**src/rtl/ifetch_unit_if.sv**
```systemverilog
// Fetch-stage bus bundle: instruction-memory handshake, decoded-instruction hand-off
// to the control decoder, and the decoder/ALU feedback used to form the next PC.
interface ifetch_unit_if;
  logic        imem_req;
  logic [31:0] imem_addr;
  logic        imem_ack;
  logic [31:0] imem_rdata;

  logic        instr_valid;
  logic [31:0] instr;
  logic [5:0]  op;
  logic [31:0] instr_pc;
  logic        instr_ready;

  logic        branch;
  logic        zero;
  logic        jump;

  logic [31:0] retired;

  // Fetch unit side
  modport master (
    output imem_req, imem_addr, instr_valid, instr, op, instr_pc, retired,
    input  imem_ack, imem_rdata, instr_ready, branch, zero, jump
  );

  // Memory / decoder / execute side
  modport slave (
    input  imem_req, imem_addr, instr_valid, instr, op, instr_pc, retired,
    output imem_ack, imem_rdata, instr_ready, branch, zero, jump
  );
endinterface

```
**src/rtl/ifetch_unit.sv**
```systemverilog
// MIPS fetch stage: PC register, req/ack fetch, hold instruction until retired, next-PC select.
// Latency: 2 cycles/instr minimum; memory wait states stretch FETCH, instr_ready low stretches HOLD.
module ifetch_unit #(
  parameter logic [31:0] RESET_PC = 32'h0000_3000
) (
  input  logic          clk,
  input  logic          rst_n,
  ifetch_unit_if.master io_fetch
);

  typedef enum logic {
    S_FETCH = 1'b0,
    S_HOLD  = 1'b1
  } state_t;

  localparam logic [31:0] RESET_PC_ALIGNED = {RESET_PC[31:2], 2'b00};

  state_t      r_state;
  state_t      w_state_nxt;
  logic        r_first;
  logic [31:0] r_pc;
  logic [31:0] r_instr;
  logic [31:0] r_instr_pc;
  logic        r_valid;
  logic [31:0] r_retired;

  logic        w_req;
  logic        w_accept;
  logic        w_retire;
  logic [31:0] w_pc4;
  logic [31:0] w_br_off;
  logic [31:0] w_br_target;
  logic [31:0] w_j_target;
  logic [31:0] w_next_pc;

  always_ff @(posedge clk or negedge rst_n) begin
    if (!rst_n) begin
      r_state <= S_FETCH;
    end else begin
      r_state <= w_state_nxt;
    end
  end

  // Request is held off for the first cycle after reset release.
  always_comb begin
    w_state_nxt = r_state;
    w_req       = 1'b0;
    w_accept    = 1'b0;
    w_retire    = 1'b0;
    unique case (r_state)
      S_FETCH: begin
        w_req = !r_first;
        if (w_req && io_fetch.imem_ack) begin
          w_accept    = 1'b1;
          w_state_nxt = S_HOLD;
        end
      end
      S_HOLD: begin
        if (io_fetch.instr_ready) begin
          w_retire    = 1'b1;
          w_state_nxt = S_FETCH;
        end
      end
      default: begin
        w_state_nxt = S_FETCH;
      end
    endcase
  end

  assign w_pc4       = r_instr_pc + 32'd4;
  assign w_br_off    = {{14{r_instr[15]}}, r_instr[15:0], 2'b00};
  assign w_br_target = w_pc4 + w_br_off;
  assign w_j_target  = {w_pc4[31:28], r_instr[25:0], 2'b00};

  always_comb begin
    w_next_pc = w_pc4;
    if (io_fetch.jump) begin
      w_next_pc = w_j_target;
    end else if (io_fetch.branch && io_fetch.zero) begin
      w_next_pc = w_br_target;
    end
  end

  always_ff @(posedge clk or negedge rst_n) begin
    if (!rst_n) begin
      r_first    <= 1'b1;
      r_pc       <= RESET_PC_ALIGNED;
      r_instr    <= 32'd0;
      r_instr_pc <= 32'd0;
      r_valid    <= 1'b0;
      r_retired  <= 32'd0;
    end else begin
      r_first <= 1'b0;
      if (w_accept) begin
        r_instr    <= io_fetch.imem_rdata;
        r_instr_pc <= r_pc;
        r_valid    <= 1'b1;
      end
      if (w_retire) begin
        r_pc      <= {w_next_pc[31:2], 2'b00};
        r_valid   <= 1'b0;
        r_retired <= r_retired + 32'd1;
      end
    end
  end

  assign io_fetch.imem_req    = w_req;
  assign io_fetch.imem_addr   = r_pc;
  assign io_fetch.instr_valid = r_valid;
  assign io_fetch.instr       = r_instr;
  assign io_fetch.op          = r_instr[31:26];
  assign io_fetch.instr_pc    = r_instr_pc;
  assign io_fetch.retired     = r_retired;

  a_pc_aligned: assert property (@(posedge clk) disable iff (!rst_n)
    r_pc[1:0] == 2'b00);

  a_addr_stable: assert property (@(posedge clk) disable iff (!rst_n)
    (w_req && !io_fetch.imem_ack) |=> (w_req && $stable(r_pc)));

  a_valid_is_hold: assert property (@(posedge clk) disable iff (!rst_n)
    r_valid == (r_state == S_HOLD));

endmodule

```
**src/flat_wrapper.sv**
```systemverilog
// flat-port wrapper written by rule: the top's interface ports become plain ports
module ifetch_unit_flat 
#(
  parameter logic [31:0] RESET_PC = 32'h0000_3000
)
  (clk, rst_n, io_fetch_imem_req, io_fetch_imem_addr, io_fetch_instr_valid, io_fetch_instr, io_fetch_op, io_fetch_instr_pc, io_fetch_retired, io_fetch_imem_ack, io_fetch_imem_rdata, io_fetch_instr_ready, io_fetch_branch, io_fetch_zero, io_fetch_jump);
  ifetch_unit_if io_fetch_i ();
  input  logic clk;
  input  logic rst_n;
  output wire logic [$bits(io_fetch_i.imem_req)-1:0] io_fetch_imem_req;
  output wire logic [$bits(io_fetch_i.imem_addr)-1:0] io_fetch_imem_addr;
  output wire logic [$bits(io_fetch_i.instr_valid)-1:0] io_fetch_instr_valid;
  output wire logic [$bits(io_fetch_i.instr)-1:0] io_fetch_instr;
  output wire logic [$bits(io_fetch_i.op)-1:0] io_fetch_op;
  output wire logic [$bits(io_fetch_i.instr_pc)-1:0] io_fetch_instr_pc;
  output wire logic [$bits(io_fetch_i.retired)-1:0] io_fetch_retired;
  input wire logic [$bits(io_fetch_i.imem_ack)-1:0] io_fetch_imem_ack;
  input wire logic [$bits(io_fetch_i.imem_rdata)-1:0] io_fetch_imem_rdata;
  input wire logic [$bits(io_fetch_i.instr_ready)-1:0] io_fetch_instr_ready;
  input wire logic [$bits(io_fetch_i.branch)-1:0] io_fetch_branch;
  input wire logic [$bits(io_fetch_i.zero)-1:0] io_fetch_zero;
  input wire logic [$bits(io_fetch_i.jump)-1:0] io_fetch_jump;
  assign io_fetch_imem_req = io_fetch_i.imem_req;
  assign io_fetch_imem_addr = io_fetch_i.imem_addr;
  assign io_fetch_instr_valid = io_fetch_i.instr_valid;
  assign io_fetch_instr = io_fetch_i.instr;
  assign io_fetch_op = io_fetch_i.op;
  assign io_fetch_instr_pc = io_fetch_i.instr_pc;
  assign io_fetch_retired = io_fetch_i.retired;
  assign io_fetch_i.imem_ack = io_fetch_imem_ack;
  assign io_fetch_i.imem_rdata = io_fetch_imem_rdata;
  assign io_fetch_i.instr_ready = io_fetch_instr_ready;
  assign io_fetch_i.branch = io_fetch_branch;
  assign io_fetch_i.zero = io_fetch_zero;
  assign io_fetch_i.jump = io_fetch_jump;
  ifetch_unit #(.RESET_PC(RESET_PC)) u_core (.clk(clk), .rst_n(rst_n), .io_fetch(io_fetch_i));
endmodule
```
**config.mk**
```make
export PLATFORM = sky130hd
export DESIGN_NAME = ifetch_unit_flat
export DESIGN_NICKNAME = d
export VERILOG_FILES = /design/src/rtl/ifetch_unit_if.sv /design/src/rtl/ifetch_unit.sv /design/src/flat_wrapper.sv
export SDC_FILE = /design/constraint.sdc
export NUM_CORES = 1
export LEC_CHECK = 0
export ABC_AREA = 1
export ABC_CLOCK_PERIOD_IN_PS = 2400
export CAP_MARGIN = 0
export CORE_MARGIN = 2
export CORE_UTILIZATION = 23
export DETAILED_ROUTE_END_ITERATION = 12
export HOLD_SLACK_MARGIN = 0.03
export PLACE_DENSITY = 0.54
export SLEW_MARGIN = 40
export SYNTH_ARGS = -nofsm -noshare
export SYNTH_HDL_FRONTEND = slang
export SYNTH_SLANG_ARGS = --single-unit
```
**constraint.sdc**
```tcl
create_clock -name clk -period 2.4 [get_ports clk]
set_input_delay 0.6 -clock clk [delete_from_list [all_inputs] [get_ports clk]]
set_output_delay 0.6 -clock clk [all_outputs]
set_load 0.02 [all_outputs]
```
==> results by group <==
Outcome
  – Run status: finished, violations left
  – Failing checks: negative setup slack

Pwr
  – Worst IR drop on VDD: 576 uV
  – Post-layout total power: 17600 uW
  – Pleak: 0.00720 uW
  – Power Density: 1160 nW/um2

CTS
  – CTS Sinks: 127
  – Worst-skew pair later-pin latency: 0.44 ns
  – Clk slew on worst S/H paths: 0.06 ns
  – CTS tree: done
  – CTS HTree Levels: 4
  – Num CTS Buffers: 17
  – Clk buf depth: 2
  – Root buffer cell: clkbuf_16

Yosys
  – FFs w/ async S/R, synth: 100%
  – Number of synthesized flops with an enable pin: 0
  – Mean Syn Cell Area: 7.14 um2
  – Seq/Total Area, Yosys: 36.5%
  – Mapped cell area: 8710 um2
  – Distinct cells, synth: 45
  – Seq cells post-synth: 127
  – Mapped Cells: 1220
  – Yosys warning total: 0
  – Dominant synthesized flop cell: dfrtp_1

STA
  – Period utilization: 119%
  – Worst Skew: 0.0154 ns
  – Slew @ Worst Pin: 0.600 ns
  – Final Hold Slack: 0.102 ns
  – Final WS setup: -0.457 ns
  – RSZ-0062 raised after global routing: true
  – Final setup fails: 26
  – F_max: 0.350 GHz
  – Max-slew violations: 0
  – Crit path time final: 2.86 ns
  – Final hold vios: 0
  – Normalized max-slew margin: 59.6%

Critical path
  – Worst Path Arrival: 3.17 ns
  – Setup CP Type: reg -> reg
  – Slowest stage delay, CP: 0.44 ns
  – Cells along the critical path: nand2_2, nor2_4, buf_6, nand2_4, inv_4, nand2_4, buf_6, nor2_4, xor2_4, ha_4, nand2_2, nor2_2, buf_4, and2_4, nand3_1, nand3_1, nand2_1, nand3_2, nand2_2, a21oi_1
  – Crit path max-delay cell type: dfrtp_2
  – Crit path launch type: flip-flop
  – Most used cell, CP: nand2_2
  – Critical Path RT: 2.71 ns
  – Number of buffer and inverter stages on the critical path: 4
  – Worst-path maximum fanout: 5
  – Setup crit end kind: flip-flop
  – Worst path top cell family by delay: simple AND/OR/NAND/NOR gates

GRT
  – Gr usage total: 17.8%
  – Vias in the first global route: 9501
  – Largest net degree at the start of global routing: 53
  – Antenna violations before repair: 0
  – First-pass GRT wire length: 53100 um
  – Gr ovfl total: 0

Floorplanning
  – Row count: 71
  – # IOs: 175
  – Die W: 199 um
  – Initial Util: 23.2%
  – Die Y: 199 um
  – Core ar.: 37500 um2
  – Die ar.: 39500 um2

Placement
  – Total placed cells including tap cells: 2046
  – Final GP Congestion: 0.869
  – IO buf count: 170
  – DP Wirelength: 26800 um

Routing
  – Drt pass-1 iters: 5
  – Via/cell ratio: 4.46
  – Total wire length: 35700 um
  – Drt wl/cell: 16.9 um
  – DRC Markers: 0
  – DRT iter0 DRCs: 459
  – Antenna viol nets, final: 0
  – Vias after detailed routing: 9435

Flow run
  – MaxCap Viol Count: 0

Worst hold path
  – Worst Hold Class: in -> async

Final layout
  – Final Net Count: 1670
  – Ant diodes: 0
  – Sequential cell area: 3200 um2
  – Area delta synth->final: 74.4%
  – Share of layout cells above drive strength 1: 39.8%
  – Fill count: 3802
  – Finished Layout Cells: 2116
  – Multi-input logic area: 6530 um2
cell usage after synthesis, types with 2 or more instances:
cell type | number | area [um2]
o21ai_1 | 2 | 10.0
dfstp_2 | 3 | 78.8
o21ai_0 | 37 | 185
ha_1 | 38 | 475
nor4_1 | 3 | 18.8
a22oi_1 | 2 | 15.0
nand4_1 | 18 | 113
dfrtp_1 | 124 | 3100
o22ai_1 | 4 | 25.0
and2_1 | 5 | 31.3
inv_1 | 166 | 623
inv_2 | 3 | 11.3
nand2_1 | 373 | 1400
xnor2_1 | 20 | 175
nand3_1 | 73 | 365
xor2_1 | 33 | 289
buf_4 | 10 | 75.1
mux2_2 | 25 | 282
nor3_4 | 2 | 32.5
o21bai_1 | 9 | 67.6
nand3b_1 | 2 | 15.0
or2_2 | 3 | 18.8
a21o_1 | 2 | 15.0
buf_1 | 2 | 7.51
nor3_1 | 14 | 70.1
o31ai_1 | 2 | 15.0
nor2_4 | 6 | 67.6
a21oi_1 | 80 | 400
nor2_1 | 104 | 390
buf_2 | 5 | 25.0
nor3_2 | 4 | 40.0
nor2_2 | 5 | 31.3
clkbuf_1 | 22 | 82.6
nand2_2 | 6 | 37.5
o211ai_1 | 2 | 15.0
or2_0 | 2 | 12.5
worst reg2reg max path: stages (launching register included):
cell     delay (ns)
dfrtp_2        0.44
nand2_2        0.09
nor2_4         0.19
buf_6          0.13
nand2_4        0.06
inv_4          0.07
nand2_4        0.06
buf_6          0.12
nor2_4         0.14
xor2_4         0.26
ha_4           0.27
nand2_2        0.07
nor2_2         0.05
buf_4          0.13
and2_4         0.15
nand3_1        0.09
nand3_1        0.08
nand2_1        0.08
nand3_2        0.09
nand2_2        0.10
a21oi_1        0.06
area by class of cell:
type / instances / area share [%]
Multi-Input combinational cell: 889 / 43.0
Sequential cell: 127 / 21.1
Tap cell: 511 / 4.21
Clock inverter: 13 / 1.38
Clock buffer: 19 / 2.98
Inverter: 169 / 4.26
Timing Repair Buffer: 388 / 23.1
through the flow:
| step | utilization (%) | TNS [ns] | setup slack [ns] | instance area, um2 |
|---|---|---|---|---|
| after floorplan | - | -0.663 | -0.0967 | 9030 |
| after global placement | 33.6 | -9.63 | -0.621 | 12600 |
| after detailed placement | 33.6 | -10.15 | -0.632 | 12600 |
| after CTS | 38.3 | -6.14 | -0.346 | 14400 |
| after global routing | 40.5 | -12.05 | -0.607 | 15200 |
| final | 40.5 | -8.32 | -0.457 | 15200 |
routing by layer:
metal  GRT usage (%)  wire [um]  vias to the layer above
met3            4.83       2170                       53
met2            30.5      17400                      246
met4            6.19        874                        0
met5               0          0                        -
met1            21.5      15200                     4541
li1                -          -                     4595
cells in the final DEF (no fill, tap or decap), drive strengths merged, types with 3 or more instances in the layout:
| master | instances |
|---|---|
| nand2 | 380 |
| buf | 219 |
| inv | 171 |
| clkdlybuf4s50 | 167 |
| dfrtp | 124 |
| nor2 | 115 |
| a21oi | 80 |
| nand3 | 74 |
| o21ai | 39 |
| ha | 38 |
| xor2 | 33 |
| mux2 | 25 |
| xnor2 | 20 |
| nor3 | 20 |
| nand4 | 19 |
| clkbuf | 19 |
| o21bai | 9 |
| or2 | 6 |
| and2 | 5 |
| conb | 5 |
| bufinv | 5 |
| o22ai | 4 |
| nor4 | 4 |
| clkinvlp | 3 |
| dfstp | 3 |
| clkinv | 3 |
flip-flops by register name, indices dropped and copies added, names as in the netlist:
register	flops
u_core.r_state	1
u_core.io_fetch.instr_pc	30
u_core.io_fetch.instr	32
u_core.io_fetch.retired	32
u_core.io_fetch.imem_addr	30
u_core.r_first	1
u_core.io_fetch.instr_valid	1
what timing repair did:
item                                    in CTS  in global routing
endpoints found under the setup margin      25                 28
setup buffers                               20                 23
hold buffers                                 0                  0
gates resized for setup                    220                168
pin swaps                                   83                128
gates cloned                                 0                  0
path summary, 6_finish.rpt:
check | from | end | slack, ns | cells past startpoint
worst min-delay path | rst_n | u_core.io_fetch.retired[19] | 0.10 | 1
worst min register to register | u_core.io_fetch.retired[31] | u_core.io_fetch.retired[31] | 0.48 | 1
min in group clk | u_core.io_fetch.retired[31] | u_core.io_fetch.retired[31] | 0.48 | 1
max in group asynchronous | rst_n | u_core.io_fetch.instr_pc[8] | 1.56 | 2
worst max register to register | u_core.io_fetch.instr_pc[3] | u_core.io_fetch.imem_addr[24] | -0.46 | 20
worst max-delay path | u_core.io_fetch.instr_pc[3] | u_core.io_fetch.imem_addr[24] | -0.46 | 20
power by group:
| part | switching [uW] | internal, uW |
|---|---|---|
| Sequential | 580 | 2700 |
| Combinational | 6050 | 5280 |
| Clock | 1070 | 1900 |
cell families after synthesis:
kind of cell	synth area share, %
muxes	3.23
and+or+nand+nor	31.0
DFF	36.5
other	0.0430
AOI/OAI and AO/OA	8.69
adders and majority gates	5.69
xor gates and xnor gates	5.33
buffers and inverters	9.46
(Power assumes the default switching activity.)
==> RTL edit 1 (same settings) <==
Reset style: synchronous (`rst_n`), changed in 2 clocked blocks.
--- a/src/rtl/ifetch_unit.sv
+++ b/src/rtl/ifetch_unit.sv
@@ -33,7 +33,7 @@
   logic [31:0] w_j_target;
   logic [31:0] w_next_pc;
 
-  always_ff @(posedge clk or negedge rst_n) begin
+  always_ff @(posedge clk) begin
     if (!rst_n) begin
       r_state <= S_FETCH;
     end else begin
@@ -81,7 +81,7 @@
     end
   end
 
-  always_ff @(posedge clk or negedge rst_n) begin
+  always_ff @(posedge clk) begin
     if (!rst_n) begin
       r_first    <= 1'b1;
       r_pc       <= RESET_PC_ALIGNED;
Behaviour: differs if rst_n is asserted again (counterexample within 4 cycles, from zero or initial values and one cycle with rst_n low); with rst_n held inactive, the same outputs for 4 cycles.
==> RTL edit 1 against the unedited design <==
- via count rose by 8.4%
- synthesized cell count rose by 13%
- routed wire length rose by 4.4%
- first-iteration DRC count rose by 6.8%
- design area fell by 4.3%
- the flow still finishes with violations (negative setup slack)
- highest routed layer is now met5
- largest cell class unchanged
- sequential cell count did not move
- sequential share of layout area fell by 3.2 points
- critical path depth rose by 1
- setup slack improved by 87 ps
- synthesized area fell by 2.2%
Power is not compared: it rests on default switching activity, and its combinational part moved more than twofold at a synthesized area within 25%.
==> RTL edit 1: results (changes against the unedited design) <==
Adder-Cell Fraction of Synth Area=0.0582 (+0.00129); met2 wire len=17.3 mm (-0.80%); Final Setup Violations=23 (-12%); routed wl met3=2.27 mm (+4.7%); Final Hold Vio Count=0 (unchanged); ranking of synthesized cells by area=dfxtp_1 (30%), nand2_1 (18%), nor2_1 (10%), inv_1 (6.0%), ha_1 (5.6%); Non-CTS inverters=149 (-12%); First DRT Iteration DRCs=490 (+6.8%); sequential share of cell area=0.179 (-0.0318); pin count of the biggest net entering global routing=73 (+38%); Synth Area in XOR/XNOR=0.0452 (-0.00805); GPL Wtd Cong=0.922 (+6.1%); status=finished, violations left; final wirelength=37.3 mm (+4.4%); clk root buf=clkbuf_16; CP max FO=4 (-1); drt via density=4.59 (+3.0%); crit-path max cell delay=360 ps (-80 ps); Layout non-clock buf frac=0.243 (+0.0121); DR top layer=met5; post-detail-place hpwl=28.6 mm (+6.9%); Placement Cell Area=12300 µm² (-2.0%); FF+latch count=127 (unchanged); Fill cells=3807 (+0.13%); WL met1=16.4 mm (+7.5%); sequential fraction of the synthesis area=0.298 (-0.0668); Synth Area in Compound Gates=0.113 (+0.0258); Non-clock buffers=395 (+1.8%); Synth async-reset ratio=0 (-1.00); worst-margin pin slew=794 ps (+194 ps); footprint of the multi-input gates=6660 µm² (+2.0%); Placeable Area=36500 µm² (-2.6%); share of layout cells above drive strength 1=0.325 (-0.0735); clk cell area share=0.0399 (-0.00371); clock buffer count from CTS=17 (unchanged); Hold Path Class=reg2reg; First-pass DRT Iterations=4 (-1); NumNets Final=1825 (+9.3%); failing checks=negative setup slack; multi-input gate count=1057 (+19%); Worst Slack Setup Final=-369 ps (+87.4 ps); Synth cell types=48 (+6.7%); vias in the first global route=10.3k (+8.3%); CP max stage cell=dfxtp_4; Post-synth top cells=nand2_1 (409), nor2_1 (230), inv_1 (137); mux cell area share after synthesis=0 (-0.0323); r2r worst-path depth=21 (+5.0%); Power Total=about 6.6 mW
==> RTL edit 1: path summary, 6_finish.rpt <==
| kind | startpoint | end | slack [ps] |
|---|---|---|---|
| max | u_core.io_fetch.instr_pc[2] | u_core.io_fetch.imem_addr[16] | -370 |
| min | u_core.io_fetch.imem_addr[11] | u_core.io_fetch.imem_addr[11] | 470 |
| max reg2reg | u_core.io_fetch.instr_pc[2] | u_core.io_fetch.imem_addr[16] | -370 |
| min reg2reg | u_core.io_fetch.imem_addr[11] | u_core.io_fetch.imem_addr[11] | 470 |
==> RTL edit 1: what timing repair did <==
| action | CTS | global route |
|---|---|---|
| pin swaps | 104 | 63 |
| endpoints found under the setup margin | 26 | 28 |
| gates resized for setup | 215 | 116 |
| gates cloned | 0 | 0 |
| buffers inserted | 14 | 7 |
==> RTL edit 1: worst reg2reg max path: stages (launching register included) <==
cell and delay [ps]:
dfxtp_4 360, buf_12 110, ha_4 130, nand3_2 70
inv_2 70, nand2_4 70, nor3_4 340, xor2_2 250
ha_4 270, nand2_4 110, inv_2 40, nand2_2 60
nand2_2 60, inv_2 50, nand2_2 60, a21oi_2 150
nand2_1 70, nand2_1 60, nor2_1 40, o21ai_1 160
nand2_2 120, nand2_1 80
==> RTL edit 1: stage by stage <==
stage | TNS (ps) | utilization | cells | setup slack, ps
floorplan | -12.2 | - | 1383 | -12.2
global placement | -10520 | 0.338 | 2176 | -606
detailed placement | -10480 | 0.338 | 2176 | -602
CTS | -5590 | 0.384 | 2220 | -326
global route | -10330 | 0.398 | 2227 | -536
finish | -6370 | 0.398 | 2227 | -369
==> RTL edit 1: layer usage <==
layer,vias up,track usage
met5,-,0
met4,2,0.0769
met3,59,0.0489
met2,271,0.327
met1,4813,0.239
li1,5086,-
==> RTL edit 2 (same settings) <==
Without the edit above. `RESET_PC` is set to 32'h0000_3000 in 2 places; all go to 32'h00002000.
--- a/src/rtl/ifetch_unit.sv
+++ b/src/rtl/ifetch_unit.sv
@@ -1,7 +1,7 @@
 // MIPS fetch stage: PC register, req/ack fetch, hold instruction until retired, next-PC select.
 // Latency: 2 cycles/instr minimum; memory wait states stretch FETCH, instr_ready low stretches HOLD.
 module ifetch_unit #(
-  parameter logic [31:0] RESET_PC = 32'h0000_3000
+  parameter logic [31:0] RESET_PC = 32'h00002000
 ) (
   input  logic          clk,
   input  logic          rst_n,
--- a/src/flat_wrapper.sv
+++ b/src/flat_wrapper.sv
@@ -1,7 +1,7 @@
 // flat-port wrapper written by rule: the top's interface ports become plain ports
 module ifetch_unit_flat 
 #(
-  parameter logic [31:0] RESET_PC = 32'h0000_3000
+  parameter logic [31:0] RESET_PC = 32'h00002000
 )
   (clk, rst_n, io_fetch_imem_req, io_fetch_imem_addr, io_fetch_instr_valid, io_fetch_instr, io_fetch_op, io_fetch_instr_pc, io_fetch_retired, io_fetch_imem_ack, io_fetch_imem_rdata, io_fetch_instr_ready, io_fetch_branch, io_fetch_zero, io_fetch_jump);
   ifetch_unit_if io_fetch_i ();
Formal check against the unedited RTL: not equivalent (a bounded check fails within 4 cycles, from zero or initial values and one cycle with rst_n low).
==> RTL edit 2 against the unedited design <==
- the run still ends with negative setup slack left
- routed wire length decreased by 4.1%
- design area decreased by 3.0%
- core utilization decreased by 1.2 points
- synthesized area about the same
- power decreased by 4.6%
- largest power group unchanged
- combinational power decreased by 4%
- clock skew decreased by 2.8 ps
- maximum frequency increased by 0.56%
- sequential cell count unchanged
- critical path depth decreased by 3
- setup slack improved by 16 ps
- sequential share of layout area increased by 0.64 points
==> RTL edit 2: results (changes against the unedited design) <==
Hold WS=106 ps (+4.60 ps); Placement Cell Area=12600 µm² (about the same); Critical Path AT=3150 ps (-20 ps); synthesis warning total=0 (unchanged); Tot GR Track Use=0.173 (-0.00501); GPL Wtd Cong=0.896 (+3.1%); clock buffer count from CTS=17 (unchanged); share of layout cells above drive strength 1=0.366 (-0.0317); pin count of the biggest net entering global routing=52 (-1.9%); Final Setup Violations=26 (unchanged); CP max FO=5 (unchanged); vias in the first global route=9330 (-1.8%); final wirelength=34.2 mm (-4.1%); first-pass GRT wire length=52.0 mm (-2.2%); Hold Path Class=in2async; NumNets Final=1648 (-1.3%); count leader, synth=nand2_1; insertion delay to the later sink of the worst-skew pair=430 ps; H-Tree Level Count=4 (unchanged); ranking of synthesized cells by area=dfrtp_1 (36%), nand2_1 (16%), inv_1 (7.2%), ha_1 (5.5%), a21oi_1 (4.6%); status=finished, violations left; Avg WL per Cell=16.4 µm (-3.1%); Port Buf Inserts=170 (unchanged); Max VDD drop=0.553 mV (-4.0%); Via Count=9216 (-2.3%); clock skew=12.6 ps (-2.76 ps); Post-synth top cells=nand2_1 (373), inv_1 (166), dfrtp_1 (125); sequential fraction of the synthesis area=0.365 (about the same); Worst Slack Setup Final=-441 ps (+15.8 ps); Rel. slew slack=0.654 (+0.0578); First DRT Iteration DRCs=405 (-12%); Setup TNS=-8130 ps (+189 ps); First-pass DRT Iterations=7 (+2); Critical R2R Capture=u_core.io_fetch.imem_addr[24]; switch share=0.442 (+0.00366); post-detail-place hpwl=26.0 mm (-2.8%); Final Hold Vio Count=0 (unchanged); DP Worst Slack=-660 ps (-28.5 ps); Post-Place Cells=2037 (-0.44%); failing checks=negative setup slack; r2r worst-path depth=17 (-15%); Crit path max-delay family=simple AND/OR/NAND/NOR gates; static leakage=6.96 nW (-3.3%)
## RTL edit 2: cell types whose count changed after synthesis
cell	before	now
dfrtp_1	124	125
dfstp_2	3	2
## RTL edit 2: cells by family after synthesis
logic type                 synth area share
AOI/OAI and AO/OA                    0.0869
xor gates and xnor gates             0.0533
adders and majority gates            0.0569
buffers and inverters                0.0947
DFF                                   0.365
muxes                                0.0323
other                              0.000430
and+or+nand+nor                       0.310
## RTL edit 2: worst register-to-register path, cell delays in order, from the launching register on
cell     delay (ps)
dfrtp_2         430
nand2_2          90
nor2_4          200
nand4_1         260
nor2_2          190
nand2_1          80
and2_4          190
ha_4            280
buf_6            90
nand2_4          50
buf_4           140
nor2_4          130
and2_4          170
nand2_1          80
nand4_1         120
nand3_2         110
nand2_2          80
a21oi_2          50
## RTL edit 2: worst max path at each step
| stage | cells past startpoint | slack [ps] | start | endpoint |
|---|---|---|---|---|
| 5_1_grt | 21 | -600 | u_core.io_fetch.instr_pc[24] | u_core.io_fetch.imem_addr[31] |
| 6_report | 17 | -440 | u_core.io_fetch.instr_pc[3] | u_core.io_fetch.imem_addr[24] |
| 3_5_place_dp | 18 | -660 | u_core.io_fetch.instr_pc[3] | u_core.io_fetch.imem_addr[25] |
| 2_1_floorplan | 26 | -100 | u_core.io_fetch.instr_pc[2] | u_core.io_fetch.imem_addr[31] |
| 3_3_place_gp | 18 | -590 | u_core.io_fetch.instr_pc[3] | u_core.io_fetch.imem_addr[25] |
| 4_1_cts | 19 | -390 | u_core.io_fetch.instr_pc[3] | u_core.io_fetch.imem_addr[25] |
## RTL edit 2: layout make-up
cell class              instances  area [µm²]
flip-flops and latches        127        3200
repair buffers                366        3370
well taps                     511         639
clock inverters                13         164
clock buffers                  19         443
inverters                     169         642
multi-input cells             889        6270
fillers                      3896       22800
## RTL edit 2: metal layers
| metal | routed length (µm) | global-route usage | up-vias |
|---|---|---|---|
| met5 | 0 | 0 | - |
| met4 | 769 | 0.0586 | 0 |
| met3 | 2050 | 0.0470 | 43 |
| met2 | 16600 | 0.289 | 248 |
| met1 | 14900 | 0.216 | 4368 |
| li1 | - | - | 4557 |
## RTL edit 2: timing repair
action	in CTS	in global routing
endpoints found under the setup margin	26	25
pin swaps	78	122
gates resized for setup	141	189
buffers inserted	15	13
## RTL edit 2: power groups by stage
stage          logic, mW  clock network, mW  registers, mW
3_3_place_gp        8.42                  0           3.23
2_1_floorplan       3.81                  0           3.89
5_1_grt             11.7               2.83           3.31
4_1_cts             9.51               2.76           3.23
6_report            10.8               2.70           3.23
3_5_place_dp        8.45                  0           3.24
